### config.mk
export PLATFORM = sky130hd
export DESIGN_NAME = issue_ctrl
export DESIGN_NICKNAME = d
export VERILOG_FILES = /design/src/rtl/issue_ctrl_pkg.sv /design/src/rtl/issue_ctrl_scoreboard.sv /design/src/rtl/issue_ctrl.sv
export SDC_FILE = /design/constraint.sdc
export NUM_CORES = 1
export LEC_CHECK = 0
export CORE_ASPECT_RATIO = 0.6
export CORE_MARGIN = 2
export CORE_UTILIZATION = 30
export CTS_CLUSTER_DIAMETER = 60
export DETAILED_ROUTE_END_ITERATION = 8
export HOLD_SLACK_MARGIN = 0.1
export PLACE_DENSITY = 0.6
export SLEW_MARGIN = 20
export SYNTH_ARGS = -nofsm -noshare
export SYNTH_HDL_FRONTEND = slang
export SYNTH_SLANG_ARGS = --single-unit
### constraint.sdc
create_clock -name clk -period 9.05 [get_ports clk]
set_input_delay 1.81 -clock clk [delete_from_list [all_inputs] [get_ports clk]]
set_output_delay 1.81 -clock clk [all_outputs]
set_load 0.01 [all_outputs]
### src/rtl/issue_ctrl_pkg.sv
// issue_ctrl_pkg: shared types and sizes for the issue-stage controller.
package issue_ctrl_pkg;

  // Architectural register file size and the width of a register index.
  localparam int NREGS     = 32;
  localparam int REG_IDX_W = 5;

  // Controller modes: normal issue, waiting for a serializing instruction to
  // retire, and parked on an illegal instruction until the pipeline flushes.
  typedef enum logic [1:0] {
    RUN   = 2'd0,
    DRAIN = 2'd1,
    TRAP  = 2'd2
  } issue_state_t;

  // Contents of the single issue register handed to execute.
  typedef struct packed {
    logic [31:0]          instr;
    logic [31:0]          pc;
    logic [REG_IDX_W-1:0] rd;
    logic                 illegal;
  } issue_reg_t;

endpackage

### src/rtl/issue_ctrl_scoreboard.sv
// issue_ctrl_scoreboard: one busy bit per architectural register, marking
// destinations whose write has been issued but not yet written back.
module issue_ctrl_scoreboard
  import issue_ctrl_pkg::*;
#(
  parameter int NREGS_P = NREGS
) (
  input  logic                 clk,
  input  logic                 reset_n,
  input  logic                 clear_i,
  input  logic                 set_v_i,
  input  logic [REG_IDX_W-1:0] set_idx_i,
  input  logic                 clr_v_i,
  input  logic [REG_IDX_W-1:0] clr_idx_i,
  input  logic [REG_IDX_W-1:0] rs1_i,
  input  logic                 rs1_v_i,
  input  logic [REG_IDX_W-1:0] rs2_i,
  input  logic                 rs2_v_i,
  input  logic [REG_IDX_W-1:0] rd_i,
  input  logic                 rd_v_i,
  output logic                 hazard_o,
  output logic                 empty_o
);

  logic [NREGS_P-1:0] busy_q;
  logic [NREGS_P-1:0] busy_d;

  // Next busy vector: writeback clears first so a same-cycle set on the same
  // index wins; x0 is never busy; a flush wipes everything.
  always_comb begin
    busy_d = busy_q;
    if (clr_v_i) begin
      busy_d[clr_idx_i] = 1'b0;
    end
    if (set_v_i) begin
      busy_d[set_idx_i] = 1'b1;
    end
    busy_d[0] = 1'b0;
    if (clear_i) begin
      busy_d = '0;
    end
  end

  // Busy vector register.
  always_ff @(posedge clk or negedge reset_n) begin
    if (!reset_n) begin
      busy_q <= '0;
    end else begin
      busy_q <= busy_d;
    end
  end

  // Hazard lookup uses only the registered vector, so a writeback landing
  // this cycle still blocks its dependents until the next one.
  always_comb begin
    hazard_o = (rs1_v_i & busy_q[rs1_i]) |
               (rs2_v_i & busy_q[rs2_i]) |
               (rd_v_i  & busy_q[rd_i]);
    empty_o  = ~|busy_q;
  end

endmodule

### src/rtl/issue_ctrl.sv
// issue_ctrl: issue-stage controller. Accepts decoded instructions into a
// single issue register, blocking on RAW/WAW hazards, a busy mul/div unit and
// serializing instructions, and counts decoder stall cycles.
module issue_ctrl
  import issue_ctrl_pkg::*;
#(
  parameter int NREGS       = issue_ctrl_pkg::NREGS,
  parameter int STALL_CNT_W = 32
) (
  input  logic                   clk,
  input  logic                   reset_n,
  input  logic                   dec_valid_i,
  output logic                   dec_ready_o,
  input  logic [31:0]            dec_instr_i,
  input  logic [31:0]            dec_pc_i,
  input  logic [REG_IDX_W-1:0]   dec_rs1_i,
  input  logic [REG_IDX_W-1:0]   dec_rs2_i,
  input  logic [REG_IDX_W-1:0]   dec_rd_i,
  input  logic                   dec_rs1_v_i,
  input  logic                   dec_rs2_v_i,
  input  logic                   dec_rd_v_i,
  input  logic                   dec_muldiv_i,
  input  logic                   dec_serial_i,
  input  logic                   dec_illegal_i,
  output logic                   issue_valid_o,
  input  logic                   issue_ready_i,
  output logic [31:0]            issue_instr_o,
  output logic [31:0]            issue_pc_o,
  output logic [REG_IDX_W-1:0]   issue_rd_o,
  output logic                   issue_illegal_o,
  input  logic                   wb_valid_i,
  input  logic [REG_IDX_W-1:0]   wb_rd_i,
  input  logic                   muldiv_done_i,
  input  logic                   flush_i,
  output logic [STALL_CNT_W-1:0] stall_cnt_o
);

  issue_state_t           state_q;
  issue_state_t           state_d;
  issue_reg_t             issue_q;
  issue_reg_t             issue_d;
  logic                   issue_valid_q;
  logic                   issue_valid_d;
  logic                   muldiv_busy_q;
  logic                   muldiv_busy_d;
  logic [STALL_CNT_W-1:0] stall_cnt_q;
  logic [STALL_CNT_W-1:0] stall_cnt_d;

  logic sb_hazard;
  logic sb_empty;
  logic sb_set;
  logic issue_free;
  logic serial_ok;
  logic dec_ready;
  logic accept;

  // Busy bits for every destination with an outstanding write.
  issue_ctrl_scoreboard #(
    .NREGS_P (NREGS)
  ) u_scoreboard (
    .clk       (clk),
    .reset_n   (reset_n),
    .clear_i   (flush_i),
    .set_v_i   (sb_set),
    .set_idx_i (dec_rd_i),
    .clr_v_i   (wb_valid_i),
    .clr_idx_i (wb_rd_i),
    .rs1_i     (dec_rs1_i),
    .rs1_v_i   (dec_rs1_v_i),
    .rs2_i     (dec_rs2_i),
    .rs2_v_i   (dec_rs2_v_i),
    .rd_i      (dec_rd_i),
    .rd_v_i    (dec_rd_v_i),
    .hazard_o  (sb_hazard),
    .empty_o   (sb_empty)
  );

  // Accept decision: only in RUN, with room in the issue register, no hazard,
  // a free mul/div unit for mul/div, and a fully quiet pipeline for a
  // serializing instruction. Held low during reset so every output reads 0.
  always_comb begin
    issue_free = !issue_valid_q || issue_ready_i;
    serial_ok  = !dec_serial_i || (sb_empty && !issue_valid_q);
    dec_ready  = reset_n && (state_q == RUN) && issue_free && !sb_hazard &&
                 !(dec_muldiv_i && muldiv_busy_q) && !flush_i && serial_ok;
    accept     = dec_valid_i && dec_ready;
    sb_set     = accept && dec_rd_v_i && !dec_illegal_i && (dec_rd_i != '0);
  end

  // Issue register: a flush drops the held instruction, an accept loads a new
  // one, otherwise the entry empties once execute takes it.
  always_comb begin
    issue_d       = issue_q;
    issue_valid_d = issue_valid_q;
    if (flush_i) begin
      issue_valid_d = 1'b0;
    end else if (accept) begin
      issue_valid_d   = 1'b1;
      issue_d.instr   = dec_instr_i;
      issue_d.pc      = dec_pc_i;
      issue_d.rd      = dec_rd_i;
      issue_d.illegal = dec_illegal_i;
    end else if (issue_ready_i) begin
      issue_valid_d = 1'b0;
    end
  end

  // Single outstanding mul/div: a new mul/div accept beats a same-cycle done.
  always_comb begin
    muldiv_busy_d = muldiv_busy_q;
    if (flush_i) begin
      muldiv_busy_d = 1'b0;
    end else if (accept && dec_muldiv_i && !dec_illegal_i) begin
      muldiv_busy_d = 1'b1;
    end else if (muldiv_done_i) begin
      muldiv_busy_d = 1'b0;
    end
  end

  // Mode sequencing: serializing instructions drain the pipe, illegal ones
  // park the controller until the trap flushes it.
  always_comb begin
    state_d = state_q;
    if (flush_i) begin
      state_d = RUN;
    end else begin
      case (state_q)
        RUN: begin
          if (accept) begin
            if (dec_illegal_i) begin
              state_d = TRAP;
            end else if (dec_serial_i) begin
              state_d = DRAIN;
            end
          end
        end
        DRAIN: begin
          if (!issue_valid_q && sb_empty) begin
            state_d = RUN;
          end
        end
        TRAP: begin
          state_d = TRAP;
        end
        default: begin
          state_d = RUN;
        end
      endcase
    end
  end

  // Saturating count of cycles the decoder waited; survives flushes.
  always_comb begin
    stall_cnt_d = stall_cnt_q;
    if (dec_valid_i && !dec_ready && (stall_cnt_q != {STALL_CNT_W{1'b1}})) begin
      stall_cnt_d = stall_cnt_q + STALL_CNT_W'(1);
    end
  end

  // All controller state flops.
  always_ff @(posedge clk or negedge reset_n) begin
    if (!reset_n) begin
      state_q       <= RUN;
      issue_q       <= '0;
      issue_valid_q <= 1'b0;
      muldiv_busy_q <= 1'b0;
      stall_cnt_q   <= '0;
    end else begin
      state_q       <= state_d;
      issue_q       <= issue_d;
      issue_valid_q <= issue_valid_d;
      muldiv_busy_q <= muldiv_busy_d;
      stall_cnt_q   <= stall_cnt_d;
    end
  end

  assign dec_ready_o     = dec_ready;
  assign issue_valid_o   = issue_valid_q;
  assign issue_instr_o   = issue_q.instr;
  assign issue_pc_o      = issue_q.pc;
  assign issue_rd_o      = issue_q.rd;
  assign issue_illegal_o = issue_q.illegal;
  assign stall_cnt_o     = stall_cnt_q;

endmodule

---- Word-level counts from Yosys, hierarchy flattened ----
Cells that the tools add are included.
word-level totals
  output and inout bits ................... 104
  bits in registers ....................... 138
  bits of input ports ..................... 97
  logic and storage cells ................. 91
operators by class
  $add $sub $neg .......................... 1
  multiplexer cells ....................... 25
  reduce and logical (&&, ||, !) cells .... 35
  order comparisons ....................... 6
  bitwise gates (word level) .............. 9
  eq/ne operators ......................... 6
operators with widths
  kind                     number
  $mux W32                 3
  $add A32 B1 Y32 const B  1
  $and A32 B32 Y32         1
  $ne A32 B32 Y1 const B   1
  $not A32 Y32             1
  $or A32 B32 Y32          1
  $reduce_or A32 Y1        1
  $lt A5 B6 Y1 const B     4
  $logic_and A1 B1 Y1      18
  $bmux W1 S5              3
  $mux W1                  11
  $demux W1 S5             2
  $ge A5 B1 Y1 const B     2
  $mux W2                  5
  $logic_not A1 Y1         8
  $ne A3 B3 Y1 const B     2
  $pmux W2 S3              1
  $reduce_bool A3 Y1       2
  $reduce_bool A5 Y1       1
  $ne A4 B4 Y1 const B     1
  $and A1 B1 Y1            3
  $reduce_and A3 Y1        1
  $eq A2 B1 Y1 const B     1
  $eq A2 B2 Y1 const B     1
  other kinds (5)          7

---- Depth between registers and ports, before layout ----
Gate-level depths: netlist of the first run.
  depth in word-level cells ............... 16
  depth in mapped cells ................... 12
  depth with buffers taken out ............ 8

---- Modules after synthesis ----
A second synthesis of the first run with hierarchy kept.
second synthesis, totals
  cell total of the unflattened synthesis .. 568
  area total of the unflattened synthesis .. 6667.6 sq um
by module, submodules not included
  module                 area each (sq um)  times used  cells an instance  seq. area each (sq um)
  issue_ctrl             4296.6             1           313                2652.5
  issue_ctrl_scoreboard  2371.0             1           255                775.7

---- Worst setup path before layout of the first run ----
OpenSTA, ideal clock, no wires.
  kind .................................... input -> output
  start point ............................. input dec_rs1_i[0]
  end point ............................... output dec_ready_o
  stages on the path ...................... 9
  arrival time ............................ 3578 ps
  data required time ...................... 7240 ps
  path buffers ............................ 3
  setup slack ............................. 3662 ps
  path through ............................ buf_2 mux4_2 mux2_2 nand2_1 o21ai_1 a32oi_1 and3_1 buf_2 buf_2
on the way
  longest elaborated chain between the ends .. 10
ends and longest elaborated chain
  element                           RTL line                     text
  start: declaration                issue_ctrl.sv:16             input logic [REG_IDX_W-1:0] dec_rs1_i,
  $bmux W1 S5                       issue_ctrl_scoreboard.sv:56  hazard_o = (rs1_v_i & busy_q[rs1_i]) |
  $mux W1 (implied by the code)     issue_ctrl_scoreboard.sv:56
  $and A1 B1 Y1                     issue_ctrl_scoreboard.sv:56
  $or A1 B1 Y1                      issue_ctrl_scoreboard.sv:56
  $or A1 B1 Y1                      issue_ctrl_scoreboard.sv:57  (rs2_v_i & busy_q[rs2_i]) |
  $logic_not A1 Y1                  issue_ctrl.sv:84             dec_ready = reset_n && (state_q == RUN) && issue_free && !sb_hazard &&
  $logic_and A1 B1 Y1 (2 in a row)  issue_ctrl.sv:84
  $logic_and A1 B1 Y1 (2 in a row)  issue_ctrl.sv:85             !(dec_muldiv_i && muldiv_busy_q) && !flush_i && serial_ok;
  end: declaration                  issue_ctrl.sv:13             output logic dec_ready_o,
Every way passes these cells. The select of a mux whose other input is x is not followed.

---- Final worst setup path of the first run ----
  start point ............................. input dec_rd_i[1]
  end point ............................... output dec_ready_o
on the way
  longest elaborated chain between the ends .. 9
ends and longest elaborated chain
  element                           RTL line                     text
  start: declaration                issue_ctrl.sv:18             input logic [REG_IDX_W-1:0] dec_rd_i,
  $bmux W1 S5                       issue_ctrl_scoreboard.sv:58  (rd_v_i & busy_q[rd_i]);
  $mux W1 (implied by the code)     issue_ctrl_scoreboard.sv:58
  $and A1 B1 Y1                     issue_ctrl_scoreboard.sv:58
  $or A1 B1 Y1                      issue_ctrl_scoreboard.sv:57
  $logic_not A1 Y1                  issue_ctrl.sv:84
  $logic_and A1 B1 Y1 (2 in a row)  issue_ctrl.sv:84
  $logic_and A1 B1 Y1 (2 in a row)  issue_ctrl.sv:85
Every way passes these cells. The select of a mux whose other input is x is not followed.

==> results of run 1 <==
-- area by class of cell --
class	instances	area (µm²)	area share
flip-flops and latches	137	3430	0.356
well taps	308	385	0.0400
diodes	1	2.50	0.000260
clock buffers	21	470	0.0489
clock inverters	11	73.8	0.00767
multi-input cells	426	3220	0.334
repair buffers	205	2040	0.212
inverters	2	7.51	0.000780
-- through the flow --
stage / util / worst slack, ns / instances / total power [µW] / area [µm²]
after global routing: 0.435 / 1.56 / 1110 / 2050 / 9620
after floorplan: - / 3.66 / 594 / 984 / 6790
after CTS: 0.435 / 1.86 / 1110 / 1970 / 9620
after detailed placement: 0.410 / 1.87 / 1078 / 1310 / 9080
final: 0.435 / 1.81 / 1111 / 1950 / 9620
after global placement: 0.410 / 1.90 / 1078 / 1310 / 9080
-- cell families after synthesis --
group	count (synthesis)
adder cells (fa/ha/maj)	1
AND/OR/NAND/NOR	203
XOR/XNOR	31
flip-flops	137
AO/OA/AOI/OAI	79
buffers and inverters	31
multiplexers	112
-- state kept, by name, indices dropped and copies added (netlist names) --
signal	count
u_scoreboard.busy_q	31
state_q	2
issue_rd_o	5
issue_valid_o	1
stall_cnt_o	32
issue_illegal_o	1
issue_instr_o	32
muldiv_busy_q	1
issue_pc_o	32
-- cell usage in the layout, fill, tap and decap left out, drive strengths merged, types with 8 or more instances in the layout --
| master | synthesis | routed |
|---|---|---|
| and2 | 8 | 8 |
| and3 | 9 | 9 |
| clkbuf | 10 | 21 |
| clkdlybuf4s50 | 0 | 199 |
| dfrtp | 137 | 137 |
| mux2 | 73 | 73 |
| mux2i | 30 | 30 |
| mux4 | 9 | 9 |
| nand2 | 34 | 34 |
| nand2b | 11 | 11 |
| nand3 | 18 | 18 |
| nand3b | 23 | 23 |
| nand4 | 11 | 11 |
| nor2 | 12 | 12 |
| nor2b | 20 | 20 |
| nor3 | 24 | 24 |
| nor3b | 8 | 8 |
| nor4 | 13 | 13 |
| o21ai | 57 | 57 |
| o22ai | 8 | 8 |
| xor2 | 30 | 30 |
-- worst paths after layout --
path	to	slack, ns	depth (start not counted)
max in group asynchronous	issue_pc_o[9]$_DFFE_PN0P_	6.32	2
worst min-delay path	stall_cnt_o[26]$_DFFE_PN0P_	0.49	1
worst max register to register	issue_rd_o[4]$_DFFE_PN0P_	5.57	8
worst max-delay path	dec_ready_o	1.81	9
worst min register to register	stall_cnt_o[26]$_DFFE_PN0P_	0.49	1
min in group asynchronous	stall_cnt_o[26]$_DFFE_PN0P_	1.41	1
-- per-layer routing --
metal,vias up,GRT usage,part of all wire
li1,2565,-,-
met1,2764,0.284,0.48
met2,267,0.231,0.39
met3,13,0.0795,0.13
met4,0,0.0540,0.0080
met5,-,0,0
-- power groups by stage --
stage / clock [µW] / sequential [µW] / combinational [µW]
after detailed placement: 0 / 792 / 517
final: 648 / 784 / 513
after CTS: 664 / 785 / 521
after global placement: 0 / 790 / 520
after floorplan: 0 / 839 / 145
after global routing: 694 / 800 / 551
==> flow_summary.yaml, run 1 <==
yosys:
  syn_area_per_cell_um2: 11.4
  ys_warn_count: 0
  synthAdderAreaFrac: 0.00184
  synth_enable_flop_cells: 0
  ys_types: 44
  yosys.area.top_type_share: 0.505
  yosysMostFrequentCell: "dfrtp_1"
  synth_top_family_by_area: "multiplexers"
  synth_xor_area_frac: 0.0400
  synth_common_cells: "dfrtp_1 (137), mux2_2 (73), o21ai_0 (37)"
  synth_compound_gate_area_share: 0.0643
  seq_area_frac_synth: 0.505
  synth_largest_area_cell: "dfrtp_1"
  synth_seq_cells: 137
  synth_nets: 692
  synth_area_leaders: "dfrtp_1 (50%), mux2_2 (12%), mux2i_1 (4.4%)"
  synthesis.area_mm2: 0.00679
  synthArstFlopShare: 1.00
  synth_cells: 594
  ys.flop_type: "dfrtp_1"
  synth_mux_area_frac: 0.195
  synth-simple-area-share: 0.172
global_route:
  antenna_found_initial: 0
  grt_max_degree: 82
  grt.overflow.total: 0
  grt_pass1_wl_um: 33400
  gr-usage-all-layers: 0.186
  grt_pass1_vias: 5635
setup_path:
  cp_slowest_cell: "clkdlybuf4s50_1"
  arrival_ns: 5.43
  cp.required_ns: 7.24
  critPathKind: "input port to output pin"
  slowest_delay_ns: 1.19
  crit_buf_inv: 3
  worstPathCellList: "clkdlybuf4s50_1, mux2i_1, o22ai_1, o41ai_1, o21ai_0, a32oi_1, and3_1, buf_4, clkdlybuf4s50_1"
  crit_path_end_kind: "output pin"
  start_kind: "input port"
  r2r-start: "u_scoreboard.busy_q[8]$_DFF_PN0_"
  cp_max_fo: 34
  crit_family: "buffers and inverters"
  crit_top_cell: "clkdlybuf4s50_1"
  crit_start: "dec_rd_i[1]"
floorplan:
  core_mm2: 0.0221
  num_rows: 42
  fp.dieH_um: 121
  die_area_mm2: 0.0239
  fp.dieW_um: 198
  start_util: 0.307
  io_pins: 201
timing:
  max_freq_mhz: 138
  drv_slew: 0
  fin_crit_sh: 0.800
  layout_min_cycle_time_ns: 7.24
  fin_worst_skew_ns: 0.0134
  setup_violations: 0
  rsz0062_at_grt: "false"
  tightestPinTransition_ns: 1.09
  whs_ns: 0.485
  hold_viol: 0
  max-slew-margin-rel: 0.272
  tns_ns: 0
finish:
  drive_gt1_frac: 0.158
  fill_cells: 2039
  fin_nets: 887
  syn_to_final_growth_pct: 41.7
cts:
  cts.sink_count: 137
  cts_made_buffers: 17
  worstSkewPairLatency_ns: 0.43
  cts_root_buffer: "clkbuf_16"
  clk_path_buf_depth: 2
  holdBufCountCts: 0
  clk_pin_slew_ns: 0.06
  cts_tree: "built"
  post_cts_buffers: 0
  h-tree-depth: 4
  post_cts_resized: 0
drt:
  routedWlPerCell_um: 19.2
  drt-pass1-iter-count: 5
  drcViolationCount: 0
  antenna_left: 0
  post_drt_via_cell_ratio: 5.05
  drt-total-wl_um: 21300
  vias: 5609
  drt_iter0_drc: 441
pwr:
  p_leak_uw: 0.00402
  p_per_area_mw_per_mm2: 202
  peakVddDrop_v: 0.000137
  power_switching_uw: 545
  clkPwrFrac: 0.333
  seq_power_share: 0.403
  internal_power_uw: 1400
  sw_frac_of_total: 0.280
  p_comb_frac: 0.264
placement:
  port_buffers: 200
  routabilityCongestion: 0.908
  dp_hpwl_um: 15600
run:
  drv_cap: 0
status:
  status: "complete, no violations"
min_path:
  hold_class: "register to register"
  worstHoldStart: "stall_cnt_o[26]$_DFFE_PN0P_"
Note: power is estimated with default switching activity, not from simulation.
==> inputs of run 2 (changes only) <==
PLACE_DENSITY = 0.62   (was 0.6)
clock period = 6.61 ns   (was 9.05 ns; I/O delays follow)
==> run 2 against run 1 <==
Core utilization increased by 0.39 points. Clock skew shrank 0.0035 ns. Clock power grew 53%. Count of clock-buffer cells in the layout down 3. First-iteration DRC count decreased by 16%. Global-route usage increased by 0.060 points. Sequential share of layout area is 0.32 points lower. Worst hold slack better by 0.0092 ns. Routed wire length grew 1.2%. Highest routed layer unchanged.
==> flow_summary.yaml, run 2 (same netlist as run 1, synthesis figures left out) <==
setup_path:
  worstPathCellList: "clkdlybuf4s50_1, buf_4, mux2i_1, o22ai_1, o41ai_1, o21ai_0, a32oi_1, and3_1, clkdlybuf4s50_1"
  r2r_cells: 8
  crit_top_cell: "clkdlybuf4s50_1"
  slowest_delay_ns: 1.12
  cp_max_fo: 20
  start_kind: "input port"
  cp.depth: 9
  crit_buf_inv: 3
  cp.required_ns: 5.29
  arrival_ns: 4.52
  cp_slowest_cell: "clkdlybuf4s50_1"
  crit_path_end_kind: "output pin"
  crit_family: "buffers and inverters"
  critPathKind: "input port to output pin"
finish:
  stdcell_area_mm2: 0.00971
  fill_cells: 2124
  syn_to_final_growth_pct: 43.0
  drive_gt1_frac: 0.163
  diodes: 0
  final_util: 0.439
  fin_nets: 890
  layout_common_cells: "clkdlybuf4s50_1 (199), dfrtp_1 (137), mux2_2 (73), o21ai_0 (37), nand2_1 (34)"
  mostFrequentLayoutCell: "clkdlybuf4s50_1"
  final_cells: 1113
timing:
  tns_ns: 0
  max-slew-margin-rel: 0.336
  max_freq_mhz: 171
  drv_slew: 0
  setup_violations: 0
  hold_viol: 0
  layout_min_cycle_time_ns: 5.84
  rsz0062_at_grt: "false"
  whs_ns: 0.494
  fin_worst_skew_ns: 0.00991
  tightestPinTransition_ns: 0.993
  fin_crit_sh: 0.884
drt:
  drt-total-wl_um: 21600
  antenna_left: 0
  routedWlPerCell_um: 19.4
  post_drt_via_cell_ratio: 5.02
  drt_iter0_drc: 369
  drt-pass1-iter-count: 5
  drcViolationCount: 0
  vias: 5586
cts:
  cts.sink_count: 137
  post_cts_buffers: 0
  holdBufCountCts: 0
  worstSkewPairLatency_ns: 0.42
  clk_path_buf_depth: 2
  h-tree-depth: 4
  cts_made_buffers: 17
  cts_root_buffer: "clkbuf_16"
  post_cts_resized: 0
  cts_tree: "built"
  clk_pin_slew_ns: 0.06
pwr:
  sw_frac_of_total: 0.272
  p_comb_frac: 0.254
  peakVddDrop_v: 0.000169
  internal_power_uw: 2020
  clkPwrFrac: 0.357
  power_switching_uw: 752
  seq_power_share: 0.388
  p_per_area_mw_per_mm2: 285
  p_leak_uw: 0.00407
global_route:
  grt_pass1_vias: 5496
  grt.overflow.total: 0
  gr-usage-all-layers: 0.187
  grt_max_degree: 63
  antenna_found_initial: 0
  grt_pass1_wl_um: 33000
floorplan:
  fp.dieH_um: 121
  die_area_mm2: 0.0239
  start_util: 0.307
  fp.dieW_um: 198
  io_pins: 201
  core_mm2: 0.0221
  num_rows: 42
placement:
  dp.cells: 1081
  dp_hpwl_um: 15900
  port_buffers: 200
  routabilityCongestion: 0.901
  placed_area_mm2: 0.00910
run:
  drv_cap: 0
min_path:
  hold_class: "register to register"
  min_delay_path_depth: 1
status:
  status: "complete, no violations"
run 2: worst reg2reg max path, delay by kind of cell (launching register included):
kind                   cells  cell delay [ns]
buffers and inverters      2             0.98
AOI/OAI and AO/OA          2             0.28
DFF                        1             0.53
muxes                      3             1.09
and+or+nand+nor            1             0.13
run 2: area by class of cell:
cell class,count,area [µm²],share of cell area
clock inverters,14,171,0.0177
well taps,308,385,0.0397
inverters,2,7.51,0.000773
flip-flops and latches,137,3430,0.353
multi-input cells,426,3220,0.331
repair buffers,208,2060,0.212
clock buffers,18,439,0.0452
run 2: per-layer routing:
layer / vias up / track usage / wire (µm)
li1: 2566 / - / -
met1: 2732 / 0.278 / 10500
met2: 271 / 0.234 / 8240
met3: 17 / 0.0918 / 2640
met4: 0 / 0.0470 / 198
met5: - / 0 / 0
run 2: final timing paths:
kind                                                    from  slack [ns]                      endpoint
min in group asynchronous                            reset_n        0.74   stall_cnt_o[16]$_DFFE_PN0P_
setup / recovery                                 dec_rd_i[1]        0.77                   dec_ready_o
max in group asynchronous                            reset_n        4.79  issue_instr_o[7]$_DFFE_PN0P_
hold / removal                   stall_cnt_o[27]$_DFFE_PN0P_        0.49   stall_cnt_o[27]$_DFFE_PN0P_
hold reg to reg                  stall_cnt_o[27]$_DFFE_PN0P_        0.49   stall_cnt_o[27]$_DFFE_PN0P_
setup reg to reg           u_scoreboard.busy_q[10]$_DFF_PN0_        3.48    issue_pc_o[23]$_DFFE_PN0P_
run 2: stage by stage:
stage	power, µW	worst slack [ns]
2_1_floorplan	1350	2.20
3_3_place_gp	1790	0.868
3_5_place_dp	1790	0.803
4_1_cts	2810	0.804
5_1_grt	2910	0.516
6_report	2770	0.767
run 2: power groups by stage:
stage	Combinational [µW]	Clock, µW	Sequential, µW
after floorplan	198	0	1150
final	704	989	1080
after global placement	712	0	1080
after detailed placement	709	0	1090
after global routing	752	1060	1100
after CTS	714	1010	1080
